--- config.mk ---
export PLATFORM = sky130hd
export DESIGN_NAME = flag_tracker
export DESIGN_NICKNAME = d
export VERILOG_FILES = /design/src/rtl/rally_pkg.sv /design/src/rtl/flag_rom.sv /design/src/rtl/flag_tracker.sv
export SDC_FILE = /design/constraint.sdc
export NUM_CORES = 1
export LEC_CHECK = 0
export CAP_MARGIN = 20
export CORE_AREA = 2 2 96 98
export CTS_BUF_LIST = sky130_fd_sc_hd__clkbuf_8
export CTS_CLUSTER_DIAMETER = 100
export DETAILED_ROUTE_END_ITERATION = 10
export DIE_AREA = 0 0 98 100
export PLACE_DENSITY = 0.94
export SLEW_MARGIN = 15
export SYNTH_ARGS = -nofsm -noshare
export SYNTH_HDL_FRONTEND = slang
export SYNTH_SLANG_ARGS = --single-unit
export TNS_END_PERCENT = 1
--- constraint.sdc ---
create_clock -name clk -period 6.1 [get_ports clk]
set_input_delay 0.61 -clock clk [delete_from_list [all_inputs] [get_ports clk]]
set_output_delay 0.61 -clock clk [all_outputs]
set_load 0.005 [all_outputs]
--- src/rtl/rally_pkg.sv ---
// Shared definitions for the rally game-state logic: FSM encodings,
// tile geometry, spawn position and level count.
package rally_pkg;

   typedef enum logic [1:0] {
      ST_RUN  = 2'd0,
      ST_DONE = 2'd1,
      ST_OVER = 2'd2
   } state_t;

   // Pixel coordinates are tile * 32; low bits zero means tile-aligned.
   localparam int TILE_SHIFT = 5;

   // Player spawn tile; no level places a flag here.
   localparam logic [4:0] SPAWN_TX = 5'd5;
   localparam logic [3:0] SPAWN_TY = 4'd7;

   localparam int N_LEVELS = 4;
   localparam int LEVEL_W  = 2;

endpackage

--- src/rtl/flag_rom.sv ---
// Flag tile table: four flags per level, four levels. Purely combinational.
module flag_rom
   import rally_pkg::*;
(
   input  logic [LEVEL_W-1:0] level_id,
   input  logic [1:0]         idx,
   output logic [4:0]         fx,
   output logic [3:0]         fy
);

   // Look up the tile of flag idx on the current level.
   always_comb begin
      fx = 5'd0;
      fy = 4'd0;
      case ({level_id, idx})
         4'b00_00: begin fx = 5'd2;  fy = 4'd2;  end
         4'b00_01: begin fx = 5'd17; fy = 4'd2;  end
         4'b00_10: begin fx = 5'd2;  fy = 4'd12; end
         4'b00_11: begin fx = 5'd17; fy = 4'd12; end
         4'b01_00: begin fx = 5'd4;  fy = 4'd3;  end
         4'b01_01: begin fx = 5'd26; fy = 4'd4;  end
         4'b01_10: begin fx = 5'd10; fy = 4'd13; end
         4'b01_11: begin fx = 5'd28; fy = 4'd14; end
         4'b10_00: begin fx = 5'd15; fy = 4'd1;  end
         4'b10_01: begin fx = 5'd8;  fy = 4'd9;  end
         4'b10_10: begin fx = 5'd22; fy = 4'd10; end
         4'b10_11: begin fx = 5'd30; fy = 4'd6;  end
         4'b11_00: begin fx = 5'd1;  fy = 4'd14; end
         4'b11_01: begin fx = 5'd12; fy = 4'd5;  end
         4'b11_10: begin fx = 5'd20; fy = 4'd12; end
         4'b11_11: begin fx = 5'd27; fy = 4'd2;  end
         default:  begin fx = 5'd0;  fy = 4'd0;  end
      endcase
   end

endmodule

--- src/rtl/flag_tracker.sv ---
// Game-state stage: scans the level's flags against the player position,
// keeps score and fuel, and sequences level advance and game over.
// dbg_state mirrors the FSM state register for observation.
module flag_tracker
   import rally_pkg::*;
#(
   parameter int N_FLAGS     = 4,
   parameter int DONE_CYCLES = 50_000_000,
   parameter int FUEL_INIT   = 1000,
   parameter int FUEL_TICK   = 5_000_000,
   parameter int FLAG_POINTS = 100
) (
   input  logic                 clk,
   input  logic                 rst_n,
   input  logic [9:0]           player_x,
   input  logic [9:0]           player_y,
   input  logic                 start,
   output logic [LEVEL_W-1:0]   level_id,
   output logic [N_FLAGS-1:0]   flags_taken,
   output logic [15:0]          score,
   output logic [9:0]           fuel,
   output logic                 player_rst,
   output logic                 level_up,
   output logic                 game_over,
   output state_t               dbg_state
);

   localparam int IDX_W = (N_FLAGS > 1)     ? $clog2(N_FLAGS)     : 1;
   localparam int FC_W  = (FUEL_TICK > 1)   ? $clog2(FUEL_TICK)   : 1;
   localparam int DC_W  = (DONE_CYCLES > 1) ? $clog2(DONE_CYCLES) : 1;

   state_t              r_state;
   logic [IDX_W-1:0]    r_idx;
   logic [N_FLAGS-1:0]  r_flags;
   logic [15:0]         r_score;
   logic [9:0]          r_fuel;
   logic [FC_W-1:0]     r_fuel_cnt;
   logic [DC_W-1:0]     r_done_cnt;
   logic [LEVEL_W-1:0]  r_level;
   logic                r_player_rst;
   logic                r_level_up;
   logic                r_game_over;

   logic [4:0]          w_fx;
   logic [3:0]          w_fy;
   logic                w_aligned;
   logic                w_tile_match;
   logic                w_hit;
   logic [N_FLAGS-1:0]  w_flags_next;
   logic                w_final_hit;
   logic                w_fuel_tick;
   logic [16:0]         w_score_sum;
   logic [15:0]         w_score_sat;
   logic [IDX_W-1:0]    w_idx_next;
   logic                w_unused_y;

   flag_rom u_flag_rom (
      .level_id (r_level),
      .idx      (2'(r_idx)),
      .fx       (w_fx),
      .fy       (w_fy)
   );

   // Playfield is 16 tiles tall, so the top y bit never selects a tile.
   assign w_unused_y   = player_y[9];

   assign w_aligned    = (player_x[TILE_SHIFT-1:0] == '0) && (player_y[TILE_SHIFT-1:0] == '0);
   assign w_tile_match = (player_x[9:TILE_SHIFT] == w_fx) && (player_y[8:TILE_SHIFT] == w_fy);
   assign w_hit        = w_aligned && w_tile_match && !r_flags[r_idx];
   assign w_flags_next = r_flags | (w_hit ? (N_FLAGS'(1) << r_idx) : '0);
   assign w_final_hit  = w_hit && (&w_flags_next);
   assign w_fuel_tick  = (r_fuel_cnt == FC_W'(FUEL_TICK - 1));
   assign w_score_sum  = {1'b0, r_score} + 17'(FLAG_POINTS);
   assign w_score_sat  = w_score_sum[16] ? 16'hFFFF : w_score_sum[15:0];
   assign w_idx_next   = (r_idx == IDX_W'(N_FLAGS - 1)) ? '0 : r_idx + IDX_W'(1);

   // Game FSM with scan, fuel, score and pulse registers.
   always_ff @(posedge clk or negedge rst_n) begin
      if (!rst_n) begin
         r_state      <= ST_RUN;
         r_idx        <= '0;
         r_flags      <= '0;
         r_score      <= '0;
         r_fuel       <= 10'(FUEL_INIT);
         r_fuel_cnt   <= '0;
         r_done_cnt   <= '0;
         r_level      <= '0;
         r_player_rst <= 1'b1;
         r_level_up   <= 1'b0;
         r_game_over  <= 1'b0;
      end else begin
         r_player_rst <= 1'b0;
         r_level_up   <= 1'b0;
         case (r_state)
            ST_RUN: begin
               if (&r_flags) begin
                  r_state    <= ST_DONE;
                  r_done_cnt <= '0;
               end else if (r_fuel == '0) begin
                  r_state     <= ST_OVER;
                  r_game_over <= 1'b1;
               end else begin
                  r_idx <= w_idx_next;
                  if (w_hit) begin
                     r_flags <= w_flags_next;
                     r_score <= w_score_sat;
                  end
                  if (w_fuel_tick) begin
                     r_fuel_cnt <= '0;
                     // Collecting the last flag wins over running dry on the same edge.
                     if (!(w_final_hit && r_fuel == 10'd1))
                        r_fuel <= r_fuel - 10'd1;
                  end else begin
                     r_fuel_cnt <= r_fuel_cnt + FC_W'(1);
                  end
               end
            end
            ST_DONE: begin
               if (r_done_cnt == DC_W'(DONE_CYCLES - 1)) begin
                  r_state      <= ST_RUN;
                  r_level      <= r_level + LEVEL_W'(1);
                  r_flags      <= '0;
                  r_fuel       <= 10'(FUEL_INIT);
                  r_fuel_cnt   <= '0;
                  r_idx        <= '0;
                  r_player_rst <= 1'b1;
                  r_level_up   <= 1'b1;
               end else begin
                  r_done_cnt <= r_done_cnt + DC_W'(1);
               end
            end
            ST_OVER: begin
               if (start) begin
                  r_state      <= ST_RUN;
                  r_level      <= '0;
                  r_score      <= '0;
                  r_flags      <= '0;
                  r_fuel       <= 10'(FUEL_INIT);
                  r_fuel_cnt   <= '0;
                  r_idx        <= '0;
                  r_player_rst <= 1'b1;
                  r_game_over  <= 1'b0;
               end
            end
            default: r_state <= ST_RUN;
         endcase
      end
   end

   assign level_id    = r_level;
   assign flags_taken = r_flags;
   assign score       = r_score;
   assign fuel        = r_fuel;
   assign player_rst  = r_player_rst;
   assign level_up    = r_level_up;
   assign game_over   = r_game_over;
   assign dbg_state   = r_state;

endmodule

==> results by group <==
Global route
  • First-pass GRT wire length: 20300 µm
  • Aggregate global-route resource usage: 0.249
  • GRT Residual Overflow: 0
  • Via count of the first global-routing pass: ~4400
  • Initial antenna violation count: 0
  • Pin count of the biggest net entering global routing: slightly below 90

Yosys
  • Synth warn: 0
  • Mapped Avg Cell Area: 8.81 µm²
  • Ys async rst share: 1.00
  • Leading area contributor after synthesis: dfrtp_1
  • Count leader, synth: dfrtp_1
  • Largest cells by area after synthesis: dfrtp_1, nor2_1, o21ai_0
  • Mapped Cells: 597
  • Post-synth EDFFs: 0
  • XOR/XNOR Fraction of Synth Area: 0.0649
  • Number of synthesized register bits: 87
  • Largest family of logic cells by synthesized area: simple AND/OR/NAND/NOR gates
  • Post-synthesis sequential area ratio: 0.415
  • Commonest cells post-synth: dfrtp_1, nor2_1, nand2_1, o21ai_0, a21oi_1
  • Primary FF master, synth: dfrtp_1
  • Syn nets: 636
  • Mux share of post-synthesis cell area: 0.0183
  • Post-synthesis adder-cell area fraction: 0.0380
  • Yosys cell types: 60
  • Post-Synth Simple-Gate Area: 0.264
  • Synth Area in Compound Gates: 0.163
  • Area share of the largest cell type after synthesis: 0.380
  • Synthesized cell area: 5260 µm²

Worst setup path
  • Crit path cell chain: inv_1 > ha_1 > inv_1 > o22ai_1 > nand3_4 > o21bai_1 > a21oi_2 > a21boi_0 > a31o_2
  • Worst setup EP type: flip-flop
  • Crit path buffers/inverters: 2
  • Worst R2R Start: dbg_state[1]
  • CP arrival: 3.82 ns
  • Crit path from: dbg_state[1]
  • Worst Path Required: 6.34 ns
  • Kind of critical path: reg -> reg
  • CP startpoint kind: flip-flop
  • CP dominant cell by count: inv_1
  • Max incr delay on CP: 0.63 ns
  • Worst-path fanout max: 28
  • Slowest-stage cell, CP: ha_1
  • Top Family by Delay on Critical Path: compound AO/OA/AOI/OAI gates

Outcome
  • Status: finished, final reports clean

Min path
  • Hold Crit Class: in -> async

STA
  • Final Critical Period: ~3.6 ns
  • Final Hold Fails: 0
  • Setup Skew: 0.0190 ns
  • Setup TNS Final: 0 ns
  • Fmax: 279 MHz
  • Worst-Margin Slew: 0.918 ns
  • Max-slew violation count: 0
  • Final period util: 0.587
  • RSZ-0062 raised after global routing: false
  • Slew headroom: 0.379
  • # setup viols final: 0

CTS
  • Clock Pin Slew Worst Setup and Hold Paths: approximately 0.09 ns
  • Worst skew pair latency: around 0.37 ns
  • PostCTS Resize Cnt: 0
  • Root buffer cell: clkbuf_8
  • CTS Buf Count: 9
  • Clk sinks: 87
  • CTS tree: yes
  • Postcts setup bufs: 0
  • Max clock buf depth: 2
  • Htree depth: 3
  • Cts-stage hold buffer count: 0

Drt
  • Antenna-violating nets left: 0
  • Detailed-route wire length per cell: 16.0 µm
  • Vias: 4662
  • Overall routed net length: roughly 12000 µm
  • Vias per cell: 6.16
  • Starting DRT DRC Count: about 340
  • Post-route DRC: 0
  • First-pass detailed-route iteration total: 5

Floorplanning
  • Die area: between 9000 and 10000 µm²
  • Die width: 98 µm
  • Row count: 35
  • Initial Utilization: 0.592
  • Vert. Die Dim: 100 µm
  • CORE AREA: 8890 µm²
  • # IOs: 60

Power
  • Final Power: 0.00224 W
  • Leakage power total: 2.51 nW
  • Peak VDD IR: 0.265 mV
  • PD cells: about 370 nW/µm²

Placed design
  • IO Port Bufs: 58
  • HPWL Detailed: 8490 µm
  • Routability Congestion: about 0.87

Finish
  • Layout net count: 680
  • Area delta synth->final: 15.7%
  • Final core utilization: 0.685
  • Layout cells sized above 1: 0.0666
  • # diodes: 0
  • # fillers: 658

Job
  • Maxcap violations: 0
metrics by stage:
| stage | std cells | hold WS, ns | worst slack [ns] | cell area, µm² |
|---|---|---|---|---|
| final | 757 | 0.280 | 2.52 | 6090 |
| after global routing | 757 | 0.340 | 2.29 | 6090 |
| after CTS | 756 | 0.474 | 2.56 | 6070 |
| after detailed placement | 740 | 0.494 | 2.59 | 5870 |
| after global placement | 740 | 0.475 | 2.72 | 5870 |
| after floorplan | 597 | 0.314 | 3.00 | 5260 |
cells in the final DEF, fill, tap and decap left out, types with 3 or more instances in the layout:
cell	netlist	routed
or3_1	13	13
a21oi_1	29	29
dfrtp_1	80	80
ha_1	16	16
nor2b_1	11	11
nand4_1	11	11
nand2_1	54	54
xor2_1	22	22
clkdlybuf4s50_1	0	57
mux2i_1	4	4
o22a_1	12	12
nor3b_1	4	4
a21o_1	5	5
xnor2_1	17	17
a41oi_1	3	3
a22o_1	3	3
and4_1	5	5
inv_1	18	18
and2_1	3	3
o21ai_0	48	48
o22ai_1	3	3
nand2b_1	3	3
and3_1	17	17
nor2_1	74	74
nor4b_1	7	7
clkbuf_8	0	10
or2_2	5	5
nor3_1	19	18
a31oi_1	13	13
o31ai_1	3	3
dfstp_2	7	7
nor4_1	7	7
nand3_1	22	22
routing by layer:
layer,vias to the layer above,GRT usage,routed length (µm)
li1,2233,-,-
met1,2265,0.314,5090
met2,146,0.442,6200
met3,18,0.0494,613
met4,0,0.0662,189
met5,-,0,0
layout make-up:
cell class,instances,area [µm²],area share
inverters,18,67.6,0.0111
flip-flops and latches,87,2190,0.359
multi-input cells,465,2890,0.475
well taps,111,139,0.0228
clock inverters,6,66.3,0.0109
repair buffers,60,601,0.0986
clock buffers,10,138,0.0226
cell families after synthesis:
logic type               Yosys count
AO/OA/AOI/OAI                    136
XOR/XNOR                          39
adder cells (fa/ha/maj)           16
buffers and inverters             45
flip-flops                        87
multiplexers                       7
AND/OR/NAND/NOR                  267
worst reg2reg max path: cells and delay by family (launching register included):
family	cells	cell delay, ns
AOI/OAI and AO/OA	5	1.61
adders and majority gates	1	0.63
buffers and inverters	2	0.49
DFF	1	0.45
and+or+nand+nor	1	0.28
flip-flops by register name, summed over array words and instances, names as in the netlist:
register / cells
player_rst: 1
r_idx: 2
game_over: 1
level_up: 1
r_fuel_cnt: 23
dbg_state: 2
r_done_cnt: 26
flags_taken: 4
fuel: 10
score: 15
level_id: 2
worst paths after layout:
check,to,slack (ns),depth (start not counted)
min in group clk,r_fuel_cnt[11],0.51,1
setup / recovery,fuel[4],2.52,9
hold reg to reg,r_fuel_cnt[11],0.51,1
hold / removal,score[9],0.28,1
setup reg to reg,fuel[4],2.52,9
max in group asynchronous,r_done_cnt[7],5.27,1
power by group:
| part | internal [W] | leakage [nW] | switching, W | total [W] |
|---|---|---|---|---|
| registers | 0.000674 | 1.14 | 0.000154 | 0.000828 |
| clock network | 0.000203 | 0.107 | 0.000212 | 0.000415 |
| logic | 0.000424 | 1.26 | 0.000574 | 0.000998 |
| total | 0.00130 | 2.51 | 0.000939 | 0.00224 |
Note: power is estimated with default switching activity, not from simulation.
==> RTL change 1: new RTL, same settings <==
Change the parameter `FLAG_POINTS` from 100 to 50.
--- a/src/rtl/flag_tracker.sv
+++ b/src/rtl/flag_tracker.sv
@@ -8,7 +8,7 @@
    parameter int DONE_CYCLES = 50_000_000,
    parameter int FUEL_INIT   = 1000,
    parameter int FUEL_TICK   = 5_000_000,
-   parameter int FLAG_POINTS = 100
+   parameter int FLAG_POINTS = 50
 ) (
    input  logic                 clk,
    input  logic                 rst_n,
Check against the original RTL: not equivalent (a bounded check fails within 4 cycles, from zero or initial values and one cycle with rst_n low).
==> RTL change 1 against the original RTL <==
- routed wire length up 16%
- utilization up 3.0 points
- worst setup slack worse by 300 ps
- power increased by 10%
- count of clock-buffer cells in the layout grew 1
- final area rose by 4.4%
- area after synthesis is 6.1% higher
- sequential power increased by 9.2%
- cell count up 3.2%
- sequential cell count grew 1
- highest routed layer unchanged
==> RTL change 1: results (changes against the original RTL) <==
| Metric | Value |
|---|---|
| Sequential area share after synthesis | `0.396 (was 0.415)` |
| WHS | `270 ps (was 280 ps)` |
| Ys async rst share | `1.00 (unchanged)` |
| RR Endpoint | `score[1] (was fuel[4])` |
| Top layer reached by signal wires | `met4 (unchanged)` |
| Met2 wire length | `7.14 mm (was 6.20 mm)` |
| Critical Path Fanout Max | `14 (was 28)` |
| Dpl hpwl | `9.75 mm (was 8.49 mm)` |
| Vias in the first global route | `4822 (was 4423)` |
| Metal3 WL | `837 um (was 613 um)` |
| Global-route usage over all layers | `0.284 (was 0.249)` |
| Syn avg cell area | `8.94 um2 (was 8.81 um2)` |
| Post-synth top area cell | `dfrtp_1 (unchanged)` |
| Layout cells sized above 1 | `0.0836 (was 0.0666)` |
| Clk_skew | `12.3 ps (was 19.0 ps)` |
| Status | `finished, final reports clean (unchanged)` |
| Post-CTS Resized | `0 (unchanged)` |
| Worst min path class | `primary input to async pin (unchanged)` |
| Max FFs per register | `26 (unchanged)` |
| Worst Path Arrival | `4140 ps (was 3820 ps)` |
| Placed Cells | `765 (was 740)` |
| Metal-1 WL | `5.70 mm (was 5.09 mm)` |
| Post-layout nets | `704 (was 680)` |
| Slew headroom | `0.307 (was 0.379)` |
| Biggest register | `r_done_cnt (unchanged)` |
| Initial antenna violation count | `0 (unchanged)` |
| First-pass GRT wire length | `22.8 mm (was 20.3 mm)` |
| LEAKAGE | `2.49 nW (was 2.51 nW)` |
| Synth Net Count | `663 (was 636)` |
| Clock root buffer master | `clkbuf_8 (unchanged)` |
| Routed len/inst | `17.9 um (was 16.0 um)` |
| Top cells by count, synth | `dfrtp_1, nor2_1, nand2_1 (unchanged)` |
| R2r setup slk | `2220 ps (was 2520 ps)` |
| Ant diodes | `0 (unchanged)` |
| VDD IR max | `0.193 mV (was 0.265 mV)` |
| Htree depth | `3 (unchanged)` |
| Gpl congestion | `0.864 (was 0.869)` |
| Via Count | `5156 (was 4662)` |
| Largest net degree at the start of global routing | `89 (was 88)` |
| Initial drt markers | `475 (was 343)` |
| Leading post-synthesis cells by cell area | `dfrtp_1, nor2_1, o21ai_0 (unchanged)` |
| Critical R2R Launch | `r_idx[1] (was dbg_state[1])` |
| Slowest CP cell | `dfrtp_1 (was ha_1)` |
| Vias per inst | `6.60 (was 6.16)` |
| Netlist cell types | `73 (was 60)` |
==> RTL change 1: cell type report <==
class | instances | area [um2]
clock buffers | 11 | 151
clock inverters | 5 | 40.0
fillers | 617 | 2530
inverters | 19 | 71.3
multi-input cells | 487 | 3150
flip-flops and latches | 88 | 2210
well taps | 111 | 139
repair buffers | 60 | 597
==> RTL change 1: how the worst max path moves through the flow <==
stage / startpoint / endpoint / slack, ps / cells after the start
floorplan: r_idx[1] / score[10] / 3110 / 13
global placement: player_x[7] / score[1] / 2470 / 8
detailed placement: player_x[7] / score[1] / 2280 / 8
CTS: r_idx[1] / score[1] / 2290 / 9
global route: r_idx[1] / score[1] / 1970 / 9
finish: r_idx[1] / score[1] / 2220 / 9
==> RTL change 1: critical path, delay by kind of cell, from the launching register on <==
family | cells | cell delay [ps]
AOI/OAI and AO/OA | 2 | 700
xor gates and xnor gates | 1 | 450
muxes | 1 | 400
DFF | 1 | 630
and+or+nand+nor | 3 | 830
adders and majority gates | 1 | 550
buffers and inverters | 1 | 220
==> RTL change 1: report_power, final <==
| group | internal (mW) | leakage (nW) | switching (mW) |
|---|---|---|---|
| combinational | 0.526 | 1.26 | 0.647 |
| clock | 0.173 | 0.0999 | 0.223 |
| sequential | 0.706 | 1.14 | 0.198 |
==> RTL change 1: metal layers <==
layer  vias up  track usage
met4         0        0.118
met2       218        0.489
met1      2518        0.362
met3        38       0.0404
met5         -            0
li1       2382            -
==> RTL change 1: cell families after synthesis <==
family | Yosys count | synth area share
buf+inv | 49 | 0.0408
flops | 88 | 0.396
simple gates | 271 | 0.260
fa+ha+maj | 16 | 0.0359
xor+xnor | 34 | 0.0560
compound gates | 155 | 0.189
mux | 11 | 0.0229
==> RTL change 1: per-stage QoR <==
stage | setup WS, ps | cell area [um2]
after floorplan | 3110 | 5580
after global placement | 2470 | 6160
after detailed placement | 2280 | 6160
after CTS | 2290 | 6350
after global routing | 1970 | 6360
final | 2220 | 6360
==> RTL change 2: new RTL, same settings <==
Without the edit above. Add an input register stage for `player_x`, `player_y` and `start`, cleared by the reset; this delays them by one clock.
--- a/src/rtl/flag_tracker.sv
+++ b/src/rtl/flag_tracker.sv
@@ -28,6 +28,22 @@
    localparam int IDX_W = (N_FLAGS > 1)     ? $clog2(N_FLAGS)     : 1;
    localparam int FC_W  = (FUEL_TICK > 1)   ? $clog2(FUEL_TICK)   : 1;
    localparam int DC_W  = (DONE_CYCLES > 1) ? $clog2(DONE_CYCLES) : 1;
+
+   logic [9:0] player_x_q;
+   logic [9:0] player_y_q;
+   logic start_q;
+
+   always_ff @(posedge clk or negedge rst_n) begin
+      if (!rst_n) begin
+         player_x_q <= '0;
+         player_y_q <= '0;
+         start_q    <= '0;
+      end else begin
+         player_x_q <= player_x;
+         player_y_q <= player_y;
+         start_q    <= start;
+      end
+   end
 
    state_t              r_state;
    logic [IDX_W-1:0]    r_idx;
@@ -62,10 +78,10 @@
    );
 
    // Playfield is 16 tiles tall, so the top y bit never selects a tile.
-   assign w_unused_y   = player_y[9];
+   assign w_unused_y   = player_y_q[9];
 
-   assign w_aligned    = (player_x[TILE_SHIFT-1:0] == '0) && (player_y[TILE_SHIFT-1:0] == '0);
-   assign w_tile_match = (player_x[9:TILE_SHIFT] == w_fx) && (player_y[8:TILE_SHIFT] == w_fy);
+   assign w_aligned    = (player_x_q[TILE_SHIFT-1:0] == '0) && (player_y_q[TILE_SHIFT-1:0] == '0);
+   assign w_tile_match = (player_x_q[9:TILE_SHIFT] == w_fx) && (player_y_q[8:TILE_SHIFT] == w_fy);
    assign w_hit        = w_aligned && w_tile_match && !r_flags[r_idx];
    assign w_flags_next = r_flags | (w_hit ? (N_FLAGS'(1) << r_idx) : '0);
    assign w_final_hit  = w_hit && (&w_flags_next);
@@ -130,7 +146,7 @@
                end
             end
             ST_OVER: begin
-               if (start) begin
+               if (start_q) begin
                   r_state      <= ST_RUN;
                   r_level      <= '0;
                   r_score      <= '0;
Behaviour: not the same (Yosys sat finds a counterexample within 4 cycles, from zero or initial values and one cycle with rst_n low).
==> RTL change 2 against the original RTL <==
- area after synthesis is 13% higher
- sequential cell count is 20 higher
- critical path type unchanged
- critical path depth unchanged
- routed wire length grew 19%
- global-route usage is 5.5 points higher
- final area grew 11%
- maximum frequency is 9.1% higher
- via count is 13% higher
- worst setup slack improved by 300 ps
- clock skew decreased by 9.0 ps
Power is not compared: it rests on default switching activity, and its combinational part moved more than twofold at a synthesized area within 25%.
==> RTL change 2: results (changes against the original RTL) <==
| Metric | Value |
|---|---|
| Synth Net Count | `672 (was 636)` |
| Vias per inst | `6.59 (was 6.16)` |
| R2r setup slk | `2820 ps (was 2520 ps)` |
| Netlist cell types | `72 (was 60)` |
| Via Count | `5249 (was 4662)` |
| DP Area | `6550 um2 (was 5870 um2)` |
| Critical Path Fanout Max | `14 (was 28)` |
| Worst Tran Pin Value | `779 ps (was 918 ps)` |
| Status | `finished, final reports clean (unchanged)` |
| Gpl congestion | `0.918 (was 0.869)` |
| Mapped Cells | `633 (was 597)` |
| Global-route usage over all layers | `0.305 (was 0.249)` |
| Critical R2R Launch | `r_idx[1] (was dbg_state[1])` |
| Placed Cells | `780 (was 740)` |
| Clk slew on worst S/H paths | `110 ps (was 90 ps)` |
| Worst min path class | `primary input to async pin (unchanged)` |
| Vias in the first global route | `5038 (was 4423)` |
| Sequential area share after synthesis | `0.453 (was 0.415)` |
| First-pass GRT wire length | `24.4 mm (was 20.3 mm)` |
| Cell depth of the worst flop-to-flop path | `9 (unchanged)` |
| RR Endpoint | `fuel[7] (was fuel[4])` |
| Pre-CTS setup slack | `2970 ps (was 2590 ps)` |
| Initial drt markers | `584 (was 343)` |
| WHS | `251 ps (was 280 ps)` |
| Leading post-synthesis cells by cell area | `dfrtp_1, xor2_1, nor2_1 (was dfrtp_1, nor2_1, o21ai_0)` |
| Routed wire length | `14.4 mm (was 12.1 mm)` |
| Largest net degree at the start of global routing | `58 (was 88)` |
| Clk_skew | `9.97 ps (was 19.0 ps)` |
| Top cells by count, synth | `dfrtp_1, nor2_1, nand2_1 (unchanged)` |
| Layout cells sized above 1 | `0.0672 (was 0.0666)` |
| Worst Path Arrival | `3590 ps (was 3820 ps)` |
| Ys flop type | `dfrtp_1 (unchanged)` |
| Post-layout nets | `719 (was 680)` |
| Dpl hpwl | `9.82 mm (was 8.49 mm)` |
| GRT overflow | `0 (unchanged)` |
-- RTL change 2: logic make-up after synthesis --
| group | Yosys count | synth area share |
|---|---|---|
| AND/OR/NAND/NOR | 291 | 0.263 |
| AO/OA/AOI/OAI | 118 | 0.130 |
| flip-flops | 107 | 0.453 |
| buffers and inverters | 48 | 0.0354 |
| XOR/XNOR | 42 | 0.0620 |
| adder cells (fa/ha/maj) | 16 | 0.0338 |
| multiplexers | 11 | 0.0232 |
-- RTL change 2: final cells by class --
class | count | area, um2
fill | 612 | 2100
clock buffer | 10 | 138
clock inverter | 6 | 95.1
timing repair buffer | 63 | 616
inverter | 21 | 78.8
sequential | 107 | 2690
multi-input combinational | 478 | 3030
tap | 111 | 139
-- RTL change 2: worst max-delay path: stages (launching register included) --
cell and delay (ps):
dfrtp_1 700, inv_1 230, ha_1 400, nand2b_1 110, o211ai_1 260, xor2_1 150, nor4_2 480, and4_1 500
nor2_2 100, mux2_2 280
-- RTL change 2: worst max path at each step --
stage / slack (ps) / end / startpoint / cells past startpoint
2_1_floorplan: 3440 / score[10] / r_idx[0] / 10
3_3_place_gp: 3130 / fuel[7] / r_idx[1] / 9
3_5_place_dp: 2970 / fuel[7] / r_idx[1] / 9
4_1_cts: 2930 / fuel[7] / r_idx[1] / 9
5_1_grt: 2640 / score[15] / r_idx[1] / 9
6_report: 2820 / fuel[7] / r_idx[1] / 9
-- RTL change 2: routing by layer --
metal / track usage / wire, um
met1: 0.407 / 5750
met2: 0.510 / 7190
met3: 0.0578 / 1090
met4: 0.0962 / 389
met5: 0 / 0
-- RTL change 2: where the power goes --
part           internal, mW  total (mW)  switching (mW)  leakage [nW]
Sequential            0.759       0.836          0.0762          1.40
Combinational         0.208       0.488           0.279          1.52
Clock                 0.247       0.499           0.252         0.117
